===== config.mk =====
export PLATFORM = sky130hd
export DESIGN_NAME = rca_seq_ctrl
export DESIGN_NICKNAME = d
export VERILOG_FILES = /design/src/rtl/rca_seq_ctrl.sv
export SDC_FILE = /design/constraint.sdc
export NUM_CORES = 1
export LEC_CHECK = 0
export CAP_MARGIN = 5
export CORE_MARGIN = 5
export CORE_UTILIZATION = 52
export CTS_CLUSTER_DIAMETER = 40
export CTS_CLUSTER_SIZE = 30
export DETAILED_ROUTE_END_ITERATION = 10
export PLACE_DENSITY_LB_ADDON = 0.3
export SLEW_MARGIN = 15
export SYNTH_ARGS = -nofsm -noshare
export SYNTH_HDL_FRONTEND = slang
export SYNTH_HIERARCHICAL = 1
export SYNTH_SLANG_ARGS = --single-unit

===== constraint.sdc =====
create_clock -name clock -period 3.55 [get_ports clock]
set_input_delay 0.71 -clock clock [delete_from_list [all_inputs] [get_ports clock]]
set_output_delay 0.71 -clock clock [all_outputs]
set_load 0.05 [all_outputs]

===== src/rtl/rca_seq_ctrl.sv =====
// rca_seq_ctrl: WIDTH-bit add/sub sequenced one nibble per clock through a shared 4-bit RCA.
module rca4 (
    input  logic [3:0] in1,
    input  logic [3:0] in2,
    input  logic       cin,
    output logic [3:0] sum,
    output logic       cout
);
    logic [4:0] c;
    assign c[0] = cin;
    for (genvar i = 0; i < 4; i++) begin : g_fa
        assign sum[i]   = in1[i] ^ in2[i] ^ c[i];
        assign c[i + 1] = (in1[i] & in2[i]) | (c[i] & (in1[i] ^ in2[i]));
    end
    assign cout = c[4];
endmodule

module rca_seq_ctrl #(
    parameter int WIDTH = 16
) (
    input  logic             clock,
    input  logic             reset,
    input  logic             start,
    input  logic             op_sub,
    input  logic [WIDTH-1:0] a,
    input  logic [WIDTH-1:0] b,
    output logic             busy,
    output logic             done,
    output logic [WIDTH-1:0] result,
    output logic             cout,
    output logic             overflow
);
    localparam int NIBBLES = WIDTH / 4;
    localparam int IW = $clog2(NIBBLES);
    localparam logic [1:0] IDLE = 2'd0, RUN = 2'd1, DONE = 2'd2;

    logic [1:0]       state;
    logic [IW-1:0]    idx;
    logic [WIDTH-1:0] a_lat, b_eff, work;
    logic             carry, ncout, last;
    logic [3:0]       nsum;

    rca4 u_rca (
        .in1 (a_lat[4*idx +: 4]),
        .in2 (b_eff[4*idx +: 4]),
        .cin (carry),
        .sum (nsum),
        .cout(ncout)
    );

    assign last = idx == IW'(NIBBLES - 1);
    assign busy = state != IDLE;
    assign done = state == DONE;

    always_ff @(posedge clock or posedge reset) begin
        if (reset) begin
            state    <= IDLE;
            idx      <= '0;
            a_lat    <= '0;
            b_eff    <= '0;
            work     <= '0;
            carry    <= 1'b0;
            result   <= '0;
            cout     <= 1'b0;
            overflow <= 1'b0;
        end else if (state == IDLE) begin
            if (start) begin
                a_lat <= a;
                b_eff <= op_sub ? ~b : b;
                carry <= op_sub;
                idx   <= '0;
                state <= RUN;
            end
        end else if (state == RUN) begin
            work[4*idx +: 4] <= nsum;
            carry            <= ncout;
            idx              <= idx + IW'(1);
            // Final nibble comes straight from the RCA, so the full word is assembled here.
            if (last) begin
                result   <= {nsum, work[WIDTH-5:0]};
                cout     <= ncout;
                overflow <= (a_lat[WIDTH-1] == b_eff[WIDTH-1]) && (nsum[3] != a_lat[WIDTH-1]);
                state    <= DONE;
            end
        end else begin
            state <= IDLE;
        end
    end
endmodule


# Word-level counts from Yosys, hierarchy flattened
# Cells that the tools add are included.
op_classes:
  addsub: 2
  eq_ne: 7
  n_shift: 4
  n_mux: 12
  bitwise: 22
  n_reduce_logical: 9
op_table:
  columns: ["cell", "n"]
  rows:
  - ["4-bit negator with 34-bit output", 1]
  - ["4-bit by 34-bit variable shift with 16-bit output, first input constant", 1]
  - ["4-bit by 34-bit variable part select with 16-bit output", 1]
  - ["16-bit by 5-bit variable part select with 4-bit output", 2]
  - ["16-bit bitwise mux", 1]
  - ["16-bit 2-to-1 mux", 1]
  - ["16-bit inverter", 1]
  - ["2-bit 2-to-1 mux", 7]
  - ["1-bit AND", 8]
  - ["2-bit AND reduction", 4]
  - ["1-bit XOR", 8]
  - ["2-bit == test, second input constant", 2]
  - ["1-bit bitwise OR", 4]
  - ["2-bit nonzero test", 2]
  - ["1-bit 2-to-1 mux", 3]
  - ["3-bit != test, second input constant", 1]
  - ["3-bit AND reduction", 1]
  - ["2-bit by 1-bit adder with 2-bit output, second input constant", 1]
  - ["2-bit by 1-bit == test with 1-bit output, second input constant", 1]
  - ["2-bit logical NOT", 1]
  - ["2-bit != test, second input constant", 1]
  - ["1-bit == test", 1]
  - ["1-bit logical AND", 1]
  - ["1-bit != test", 1]
  - ["1-bit inverter", 1]
totals:
  register_bits: 71
  in_bits: 36
  out_inout_bits: 20

# Logic depth before layout (Yosys ltp)
# Gate-level depths: netlist of run 1.
logic_depth:
  depth_word: 12
  ltp_mapped: 13
  mapped_depth_nobuf: 12

# Cells and area by module
# Netlist of run 1, hierarchy kept.
by_module_without_submodules:
  columns: ["mod", "n_inst", "cells_per_inst", "area_each_um2"]
  rows:
  - ["rca_seq_ctrl", 1, 233, 3037.9]
  - ["rca4", 1, 14, 117.6]

# Worst setup path before layout of run 1
# Ideal clock, no wire load.
synth_path:
  path_kind: "flip-flop to flip-flop"
  start: "register idx[0]"
  end: "register overflow"
  setup_ns: 0.129
  t_arrival_ns: 3.094
  required_time_ns: 3.421
  slack_ns: 0.327
  stages_incl_launch_ff: 14
  period_less_slack_ns: 3.223
  cell_sequence: "dfrtp_1 > buf_6 > mux4_2 > fa_1 > inv_1 > fa_1 > inv_1 > fa_1 > inv_1 > fa_1 > inv_1 > and3b_1 > a21oi_1 > o21ai_0"
synth_between:
  elab_chain_len: 11
synth_lines:
  columns: ["element", "line_no", "rtl"]
  rows:
  - ["start, declared", "38", "logic [IW-1:0] idx;"]
  - ["start signal, assigned", "77", "idx <= idx + IW'(1);"]
  - ["16-bit by 5-bit variable part select with 4-bit output (on tied branches)", "44, 45", null]
  - ["1-bit XOR", "13", "assign c[i + 1] = (in1[i] & in2[i]) | (c[i] & (in1[i] ^ in2[i]));"]
  - ["1-bit AND", "13", null]
  - ["1-bit bitwise OR", "13", null]
  - ["1-bit AND", "13", null]
  - ["1-bit bitwise OR", "13", null]
  - ["1-bit AND", "13", null]
  - ["1-bit bitwise OR", "13", null]
  - ["1-bit XOR (*)", "12", "assign sum[i] = in1[i] ^ in2[i] ^ c[i];"]
  - ["via nsum[3]", "41", "logic [3:0] nsum;"]
  - ["1-bit != test (*)", "82", "overflow <= (a_lat[WIDTH-1] == b_eff[WIDTH-1]) && (nsum[3] != a_lat[WIDTH-1]);"]
  - ["1-bit logical AND (*)", "82", null]
  - ["end signal, assigned", "82", null]
  - ["end, declared", "31", "output logic overflow"]
# The timed path passes the listed nets; every way through them passes the cells marked *.
# A chain may end at the register's enable or synchronous reset.

# Worst setup path after layout of run 1
# Same ends and word-level chain as after synthesis.

==> out/summary.txt, run 1 <==
Mapped Avg Cell Area: 12.8 µm²
Critical setup path kind: reg -> reg
GRT busiest layer: met2
M2 GR Usage: 28.4%
Syn Nets: 292
Worst Path Arrival: 3430 ps
Initial antenna violation count: 0
Root buf cell: clkbuf_8
Post-CTS Setup Inserts: 0
Placed instance count: 369
CP endpoint kind: flip-flop
Synth top area share: 53.1%
Worst EP required: 3730 ps
Worst hold path type: reg -> reg
Residual DRC count: 0
Final Skew: 9.35 ps
GR Util met3: 4.42%
Instance count of the mapped netlist: 247
Max_cap viols: 0
Warnings, synthesis: 6
Port Buffers: 55
Synth async-reset ratio: 100%
DR vias/cell: 5.18
Chip width: 87.9 µm
# IOs: 56
CTS tree: done
Register area share after synthesis: 53.1%
Number of buffers created by CTS: 9
Diodes inserted: 0
Cell Rows: 28
Count leader, synth: dfrtp_1
DR iter-0 viols: 101
Dpl cell area: 3760 µm²
Clock buffer depth: 2
CP max FO: 6
Final Setup Violations: 0
Hold Vio Cnt, Final: 0
Status: completed
Power Density: 1020 nW/µm²
Final non-filler cell area: 3940 µm²
CTS resizes: 0
Most frequent cells after synthesis: dfrtp_1 (67), mux2_2 (33), nor2_1 (19)
Slew HR: 36.3%
Filler instances: 463
Max Fclk: 307 MHz
Cell taking the most area after synthesis: dfrtp_1
Unrepaired setup endpoints after global routing: no
Leak pwr: 0.00170 µW
Initial DRT Pass Iterations: 4
Global-route wire length before repair: 10.5 mm
Non-Filler Instances: 384
Yosys reg bits: 67
WL/cell: 15.6 µm
Post-layout minimum cycle time: 3250 ps
CTS hold repair buffers: 0
Vias in the first global route: 2162
Pin count of the biggest net entering global routing: 49
Top FF cell, synth: dfrtp_1
Top area cells in the synthesized netlist: dfrtp_1 (53%), mux2_2 (12%), mux4_2 (5.7%)
Startpoint types: flip-flop
H-tree levels: 3
Worst VDD drop: 503 µV
GRT overflow: 0
Share of cells above drive strength 1: 21.4%
Synthesized area: 3160 µm²
Clock slew seen by the registers of the worst setup and hold paths: 70 ps
Setup TNS: 0 ps
Tot GR Track Use: 17.9%
Clock latency on the worst-skew pair: 330 ps
Total Wirelength: 6.01 mm
Core area: 5920 µm²
Die area: 7730 µm²
Dpl hpwl: 4.40 mm
Tcrit/Tclk final: 91.6%
Total power: 4010 µW
# nets final: 350
Final slew viol count: 0
GR Util met1: 23.0%
Starting Density: 53.3%
Clk sinks: 67
Post-synth EDFFs: 0
Die Y: 87.9 µm
Actual slew at the worst max-slew pin: 952 ps
Post-route ant nets: 0
Area delta synth->final: 24.7%
GPL Wtd Cong: 0.788
Via count: 1991
Post-synthesis cell type count: 29
per-layer routing:
metal | vias up | wire, µm
met5 | - | 0
met4 | 0 | 165
met3 | 15 | 298
met2 | 44 | 2940
met1 | 981 | 2610
li1 | 951 | -
worst paths after layout:
path                                     start                     to  slack [ps]  cells past startpoint
max reg2reg                 idx[0]$_DFFE_PP0P_   overflow$_DFFE_PP0P_         300                     12
min                        work[6]$_DFFE_PP0P_    work[6]$_DFFE_PP0P_         480                      2
max                         idx[0]$_DFFE_PP0P_   overflow$_DFFE_PP0P_         300                     12
max in group asynchronous                reset    work[4]$_DFFE_PP0P_        2120                      3
min reg2reg                work[6]$_DFFE_PP0P_    work[6]$_DFFE_PP0P_         480                      2
min in group asynchronous                reset  a_lat[13]$_DFFE_PP0P_         810                      2
cell usage in the layout (no fill, tap or decap), types with 8 or more instances in the layout:
cell             instances
dfrtp_1                 66
clkdlybuf4s50_1         55
mux2_2                  33
nor2_1                  19
nand2_1                 17
a21oi_1                 17
xnor2_1                 16
inv_1                   15
o21ai_0                 11
clkbuf_8                 9
mux4_2                   8
power by group:
| part | internal (µW) | switching [µW] |
|---|---|---|
| combinational | 901 | 1190 |
| clock | 319 | 266 |
| sequential | 1100 | 238 |
flip-flops by register name, summed over array words and instances, names as in the netlist:
name      count
result       16
carry         1
work         12
state         2
overflow      1
cout          1
b_eff        16
a_lat        16
idx           2
metrics by stage:
stage	setup WS (ps)	hold WS, ps	utilization [%]
final	298	478	66.5
after global routing	107	492	66.5
after CTS	173	483	66.5
after detailed placement	185	469	63.5
after global placement	294	462	63.5
after floorplan	327	443	-
logic make-up (layout without fill, tap and decap cells):
family          count (synthesis)  after routing  synth area share, %
compound gates                 35             35                 6.26
fa+ha+maj                       9              9                 4.52
simple gates                   48             48                 8.72
xor+xnor                       16             16                 4.44
buf+inv                        29             91                 4.76
flops                          67             67                 53.1
mux                            43             43                 18.2
final cells by class:
type	instances	area [µm²]	share of cell area (%)
Clock buffer	12	135	3.43
Tap cell	75	93.8	2.38
Clock inverter	3	40.0	1.02
Inverter	16	60.1	1.53
Sequential cell	67	1680	42.6
Timing Repair Buffer	60	601	15.3
Multi-Input combinational cell	151	1330	33.8
critical path, stage by stage (launching register included):
cell and delay [ps]:
dfrtp_2 460, mux4_2 550, fa_1 440, inv_1 80
fa_1 150, inv_1 50, fa_1 350, inv_1 70
fa_1 400, inv_1 160, and3b_1 190, a21oi_1 110
o21ai_0 80
Note: power is estimated with default switching activity, not from simulation.
==> run 2: changes to the inputs <==
GPL_TIMING_DRIVEN = 0   (was default)
SLEW_MARGIN = 40   (was 15)
==> run 2 against run 1 <==
Total power up 2.4%. Core utilization increased by 1.3 points. Sequential share of layout area fell by 0.81 points. Via count increased by 3.8%. Cell area grew 1.9%. Hold slack worse by 2.0 ps. Die area stayed put. Maximum frequency shrank 3.2%. Highest routed layer unchanged.
==> out/summary.txt, run 2 (same netlist as run 1, synthesis figures left out) <==
Clock latency on the worst-skew pair: 350 ps (+20 ps)
Total Wirelength: 6.15 mm (+2.4%)
Core area: 5920 µm² (unchanged)
Chip width: 87.9 µm (unchanged)
Unrepaired setup endpoints after global routing: no
Tcrit/Tclk final: 94.7% (+3.0 points)
Starting Density: 53.3% (unchanged)
WL/cell: 15.6 µm (-0.19%)
Critical-path top delay cell: mux4_2
Status: completed
Max_cap viols: 0 (unchanged)
Worst VDD drop: 603 µV (+20%)
Die area: 7730 µm² (unchanged)
Clock buffer depth: 2 (unchanged)
DR vias/cell: 5.24 (+1.1%)
Pin count of the biggest net entering global routing: 35 (-29%)
Worst hold path type: reg -> reg
Clock slew seen by the registers of the worst setup and hold paths: 70 ps (about the same)
Max Fclk: 298 MHz (-3.2%)
Number of buffers created by CTS: 9 (unchanged)
Setup TNS: 0 ps (unchanged)
Actual slew at the worst max-slew pin: 505 ps (-447 ps)
Placed instance count: 377 (+2.2%)
CP Cell Sequence: buf_8, mux4_2, fa_1, inv_1, fa_1, inv_1, fa_1, inv_1, fa_1, inv_2, and3b_1, a21oi_1, o21ai_0
Dpl hpwl: 4.49 mm (+2.1%)
Worst Path Arrival: 3580 ps (+150 ps)
Cell Rows: 28 (unchanged)
Final Setup Violations: 0 (unchanged)
CP top delay family: adder cells
Highest-count cells in the layout ignoring fill and taps: dfrtp_1 (66), clkdlybuf4s50_1 (54), mux2_2 (33), nor2_1 (19)
Final Skew: 9.53 ps (+0.178 ps)
Most common cell after layout, fill and taps aside: dfrtp_1
Port Buffers: 54 (-1.8%)
# nets final: 360 (+2.9%)
Non-Filler Instances: 394 (+2.6%)
DR iter-0 viols: 139 (+38%)
# IOs: 56 (unchanged)
GPL Wtd Cong: 0.780 (-1.1%)
Total power: 4110 µW (+2.4%)
Slew HR: 66.2% (+30 points)
Residual DRC count: 0 (unchanged)
Via count: 2066 (+3.8%)
Power Density: 1020 nW/µm² (+0.48%)
Post-layout minimum cycle time: 3360 ps (+108 ps)
Area delta synth->final: 27.2%
Post-route ant nets: 0 (unchanged)
Worst EP required: 3770 ps (+40 ps)
Diodes inserted: 0 (unchanged)
Critical path buffer and inverter count: 5 (+1)
Clk sinks: 67 (unchanged)
Tot GR Track Use: 17.8% (-0.042 points)
Hold Vio Cnt, Final: 0 (unchanged)
Root buf cell: clkbuf_8
Critical setup path kind: reg -> reg
Global-route wire length before repair: 10.2 mm (-2.2%)
CP endpoint kind: flip-flop
Final non-filler cell area: 4010 µm² (+1.9%)
Share of cells above drive strength 1: 25.1% (+3.7 points)
Final slew viol count: 0 (unchanged)
Largest registers: a_lat (16), b_eff (16), result (16)
Leak pwr: 0.00176 µW (+3.2%)
Critical Path Max Stage Delay: 540 ps (about the same)
Vias in the first global route: 2169 (+0.32%)
GRT overflow: 0 (unchanged)
Dpl cell area: 3810 µm² (+1.4%)
Most used cell, CP: fa_1
CTS tree: done
CP max FO: 10 (+4)
Initial DRT Pass Iterations: 4 (unchanged)
Initial antenna violation count: 0 (unchanged)
H-tree levels: 3 (unchanged)
Startpoint types: flip-flop
Die Y: 87.9 µm (unchanged)
-- run 2: path summary, 6_finish.rpt --
kind / start / end / slack, ps / cells past startpoint
hold reg to reg: work[6]$_DFFE_PP0P_ / work[6]$_DFFE_PP0P_ / 480 / 2
min in group asynchronous: reset / b_eff[7]$_DFFE_PP0P_ / 720 / 2
setup reg to reg: idx[0]$_DFFE_PP0P_ / overflow$_DFFE_PP0P_ / 190 / 13
setup / recovery: idx[0]$_DFFE_PP0P_ / overflow$_DFFE_PP0P_ / 190 / 13
hold / removal: work[6]$_DFFE_PP0P_ / work[6]$_DFFE_PP0P_ / 480 / 2
max in group asynchronous: reset / idx[0]$_DFFE_PP0P_ / 2290 / 3
-- run 2: timing repair --
action | 4_1_cts | 5_1_grt
buffers inserted | 0 | 2
endpoints found under the setup margin | 1 | 1
pin swaps | 0 | 0
resized for setup | 2 | 2
hold buffers | 0 | 0
-- run 2: through the flow --
| step | hold slack (ps) | setup slack [ps] | util, % |
|---|---|---|---|
| after floorplan | 443 | 327 | - |
| after global placement | 461 | 21.8 | 64.0 |
| after detailed placement | 470 | -2.34 | 64.4 |
| after CTS | 485 | 43.6 | 67.5 |
| after global routing | 501 | 44.5 | 67.8 |
| final | 476 | 190 | 67.8 |
-- run 2: final cells by class --
type                            count  area [µm²]
Fill cell                         450        1910
Inverter                           16        62.6
Clock buffer                       13         169
Timing Repair Buffer               57         576
Clock inverter                      2        10.0
Multi-Input combinational cell    151        1330
Tap cell                           75        93.8
Buffer                             13        95.1
Sequential cell                    67        1680
-- run 2: power by group --
part	internal, µW	switching (µW)	leakage [µW]	total [µW]
sequential	1100	185	0.000827	1290
clock	305	271	0.0000953	576
combinational	951	1290	0.000836	2250
total	2360	1750	0.00176	4110
-- run 2: worst min-delay path: stages, from the launching register on --
cell     delay (ps)
dfrtp_1         340
nand2_1          40
o21ai_0          60
-- run 2: per-layer routing --
metal | vias up | GRT usage (%) | part of all wire (%)
met5 | - | 0 | 0
met2 | 52 | 30.1 | 51
met4 | 0 | 4.60 | 1.1
met1 | 1032 | 21.8 | 42
li1 | 976 | - | -
met3 | 6 | 6.40 | 6.5
==> run 3: changes to the inputs <==
CELL_PAD_IN_SITES_DETAIL_PLACEMENT = 0   (was default)
CELL_PAD_IN_SITES_GLOBAL_PLACEMENT = 2   (was default)
CORE_UTILIZATION = 35   (was 52)
==> run 3 against run 2 <==
Global-route usage fell by 5.4 points. Clock-buffer cell count shrank 2. Cell area rose by 1.0%. Highest routed layer unchanged.
==> out/summary.txt, run 3 (same netlist as run 1, synthesis figures left out) <==
Max_cap viols: 0 (unchanged)
Global-route wire length before repair: 10.9 mm (+6.6%)
DR iter-0 viols: 48 (-65%)
HP Start: work[9]$_DFFE_PP0P_
Root buf cell: clkbuf_8
Startpoint types: flip-flop
Clock slew seen by the registers of the worst setup and hold paths: 70 ps (about the same)
Final Skew: 5.35 ps (-4.18 ps)
Largest registers: a_lat (16), b_eff (16), result (16)
Cell Rows: 34 (+21%)
Post-layout minimum cycle time: 3340 ps (-24.5 ps)
R2R cell count: 13 (unchanged)
Clock latency on the worst-skew pair: 330 ps (-20 ps)
End of the worst register-to-register path: overflow$_DFFE_PP0P_
DR vias/cell: 4.68 (-11%)
GPL Wtd Cong: 0.726 (-6.8%)
Slew HR: 65.7% (-0.54 points)
Most common cell after layout, fill and taps aside: dfrtp_1
Tot GR Track Use: 12.5% (-5.4 points)
Final Setup Violations: 0 (unchanged)
Unrepaired setup endpoints after global routing: no
# IOs: 56 (unchanged)
Non-Filler Instances: 427 (+8.4%)
Residual DRC count: 0 (unchanged)
Die Y: 105 µm (+19%)
Post-route ant nets: 0 (unchanged)
Pin count of the biggest net entering global routing: 43 (+23%)
Core area: 8760 µm² (+48%)
Initial DRT Pass Iterations: 4 (unchanged)
Hold Path Stages: 2 (unchanged)
Chip width: 105 µm (+19%)
Initial antenna violation count: 0 (unchanged)
Share of cells above drive strength 1: 24.8% (-0.31 points)
Worst VDD drop: 425 µV (-30%)
Number of buffers created by CTS: 9 (unchanged)
Worst hold path type: reg -> reg
Final Util: 46.2% (-22 points)
Critical setup path kind: reg -> reg
Via count: 1998 (-3.3%)
Area delta synth->final: 28.4%
Vias in the first global route: 2147 (-1.0%)
Worst Path Arrival: 3540 ps (-40 ps)
Port Buffers: 54 (unchanged)
# nets final: 359 (-0.28%)
CP max FO: 10 (unchanged)
Power Density: 1010 nW/µm² (-1.1%)
Final slew viol count: 0 (unchanged)
Tcrit/Tclk final: 94.0% (-0.69 points)
Worst EP required: 3760 ps (about the same)
Max Fclk: 300 MHz (+0.73%)
Actual slew at the worst max-slew pin: 513 ps (+8.05 ps)
Dpl hpwl: 4.57 mm (+1.7%)
Total Wirelength: 6.31 mm (+2.6%)
Hold Vio Cnt, Final: 0 (unchanged)
Clock buffer depth: 2 (unchanged)
WL/cell: 14.8 µm (-5.3%)
Highest-count cells in the layout ignoring fill and taps: dfrtp_1 (66), clkdlybuf4s50_1 (54), mux2_2 (33), nor2_1 (19)
CTS tree: done
H-tree levels: 3 (unchanged)
Diodes inserted: 0 (unchanged)
Clk sinks: 67 (unchanged)
Hold Path End: work[9]$_DFFE_PP0P_
Starting Density: 36.0% (-17 points)
GRT overflow: 0 (unchanged)
Filler instances: 843 (+87%)
Placed instance count: 410 (+8.8%)
Die area: 11000 µm² (+43%)
R2r startpoint: idx[0]$_DFFE_PP0P_
CP endpoint kind: flip-flop
Worst reg-to-reg setup slack: 210 ps (+20 ps)
Leak pwr: 0.00176 µW (-0.18%)
Status: completed
run 3: changes by cell type in the layout (fill, tap and decap cells not counted):
| cell | delta |
|---|---|
| buf_4 | -1 |
| bufinv_16 | +1 |
| clkbuf_1 | +1 |
| clkbuf_8 | -3 |
| clkinv_2 | +1 |
| clkinv_4 | +1 |
run 3: how the worst max path moves through the flow:
stage / startpoint / end / slack, ps / cells past startpoint
after floorplan: idx[0]$_DFFE_PP0P_ / overflow$_DFFE_PP0P_ / 330 / 13
after detailed placement: idx[1]$_DFFE_PP0P_ / overflow$_DFFE_PP0P_ / -120 / 13
after global routing: idx[0]$_DFFE_PP0P_ / overflow$_DFFE_PP0P_ / 60 / 13
after global placement: idx[1]$_DFFE_PP0P_ / overflow$_DFFE_PP0P_ / -80 / 13
final: idx[0]$_DFFE_PP0P_ / overflow$_DFFE_PP0P_ / 210 / 13
after CTS: idx[0]$_DFFE_PP0P_ / overflow$_DFFE_PP0P_ / 5 / 13
run 3: layout make-up:
class,instances,area (µm²),area share [%]
Clock inverter,5,53.8,1.33
Sequential cell,67,1680,41.4
Buffer,13,95.1,2.35
Inverter,16,62.6,1.54
Multi-Input combinational cell,151,1330,32.8
Tap cell,108,135,3.33
Timing Repair Buffer,56,568,14.0
Clock buffer,11,131,3.24
run 3: routing by layer:
layer	part of all wire, %	track usage, %
met1	45	16.4
met5	0	0
met2	50	20.0
met3	4.8	4.38
met4	0.84	2.74
run 3: per-stage QoR:
stage               setup slack, ps  instance area [µm²]  hold slack (ps)  power (µW)  TNS [ps]
floorplan                       327                 3160              443        2830         0
detailed placement             -118                 3850              473        3540      -118
CTS                            4.62                 4040              489        4160         0
global route                   62.4                 4050              511        4450         0
global placement              -81.3                 3830              466        3510     -1880
finish                          214                 4050              482        4100         0
run 3: report_power, final:
group / internal, µW / total [µW] / switching [µW]
clock: 322 / 598 / 276
combinational: 946 / 2220 / 1280
sequential: 1100 / 1280 / 178
total: 2370 / 4100 / 1730
run 3: worst max-delay path, cell delays in order, from the launching register on:
cell	delay, ps
dfrtp_2	390
buf_8	170
mux4_2	540
fa_1	430
inv_1	80
fa_1	150
inv_1	50
fa_1	360
inv_1	90
fa_1	420
inv_2	130
and3b_1	190
a21oi_1	110
o21ai_0	80
run 3: timing repair:
item                                    in CTS  in global routing
setup buffers                                0                  1
gates resized for setup                      2                  2
hold buffers                                 0                  0
endpoints found under the setup margin       1                  1
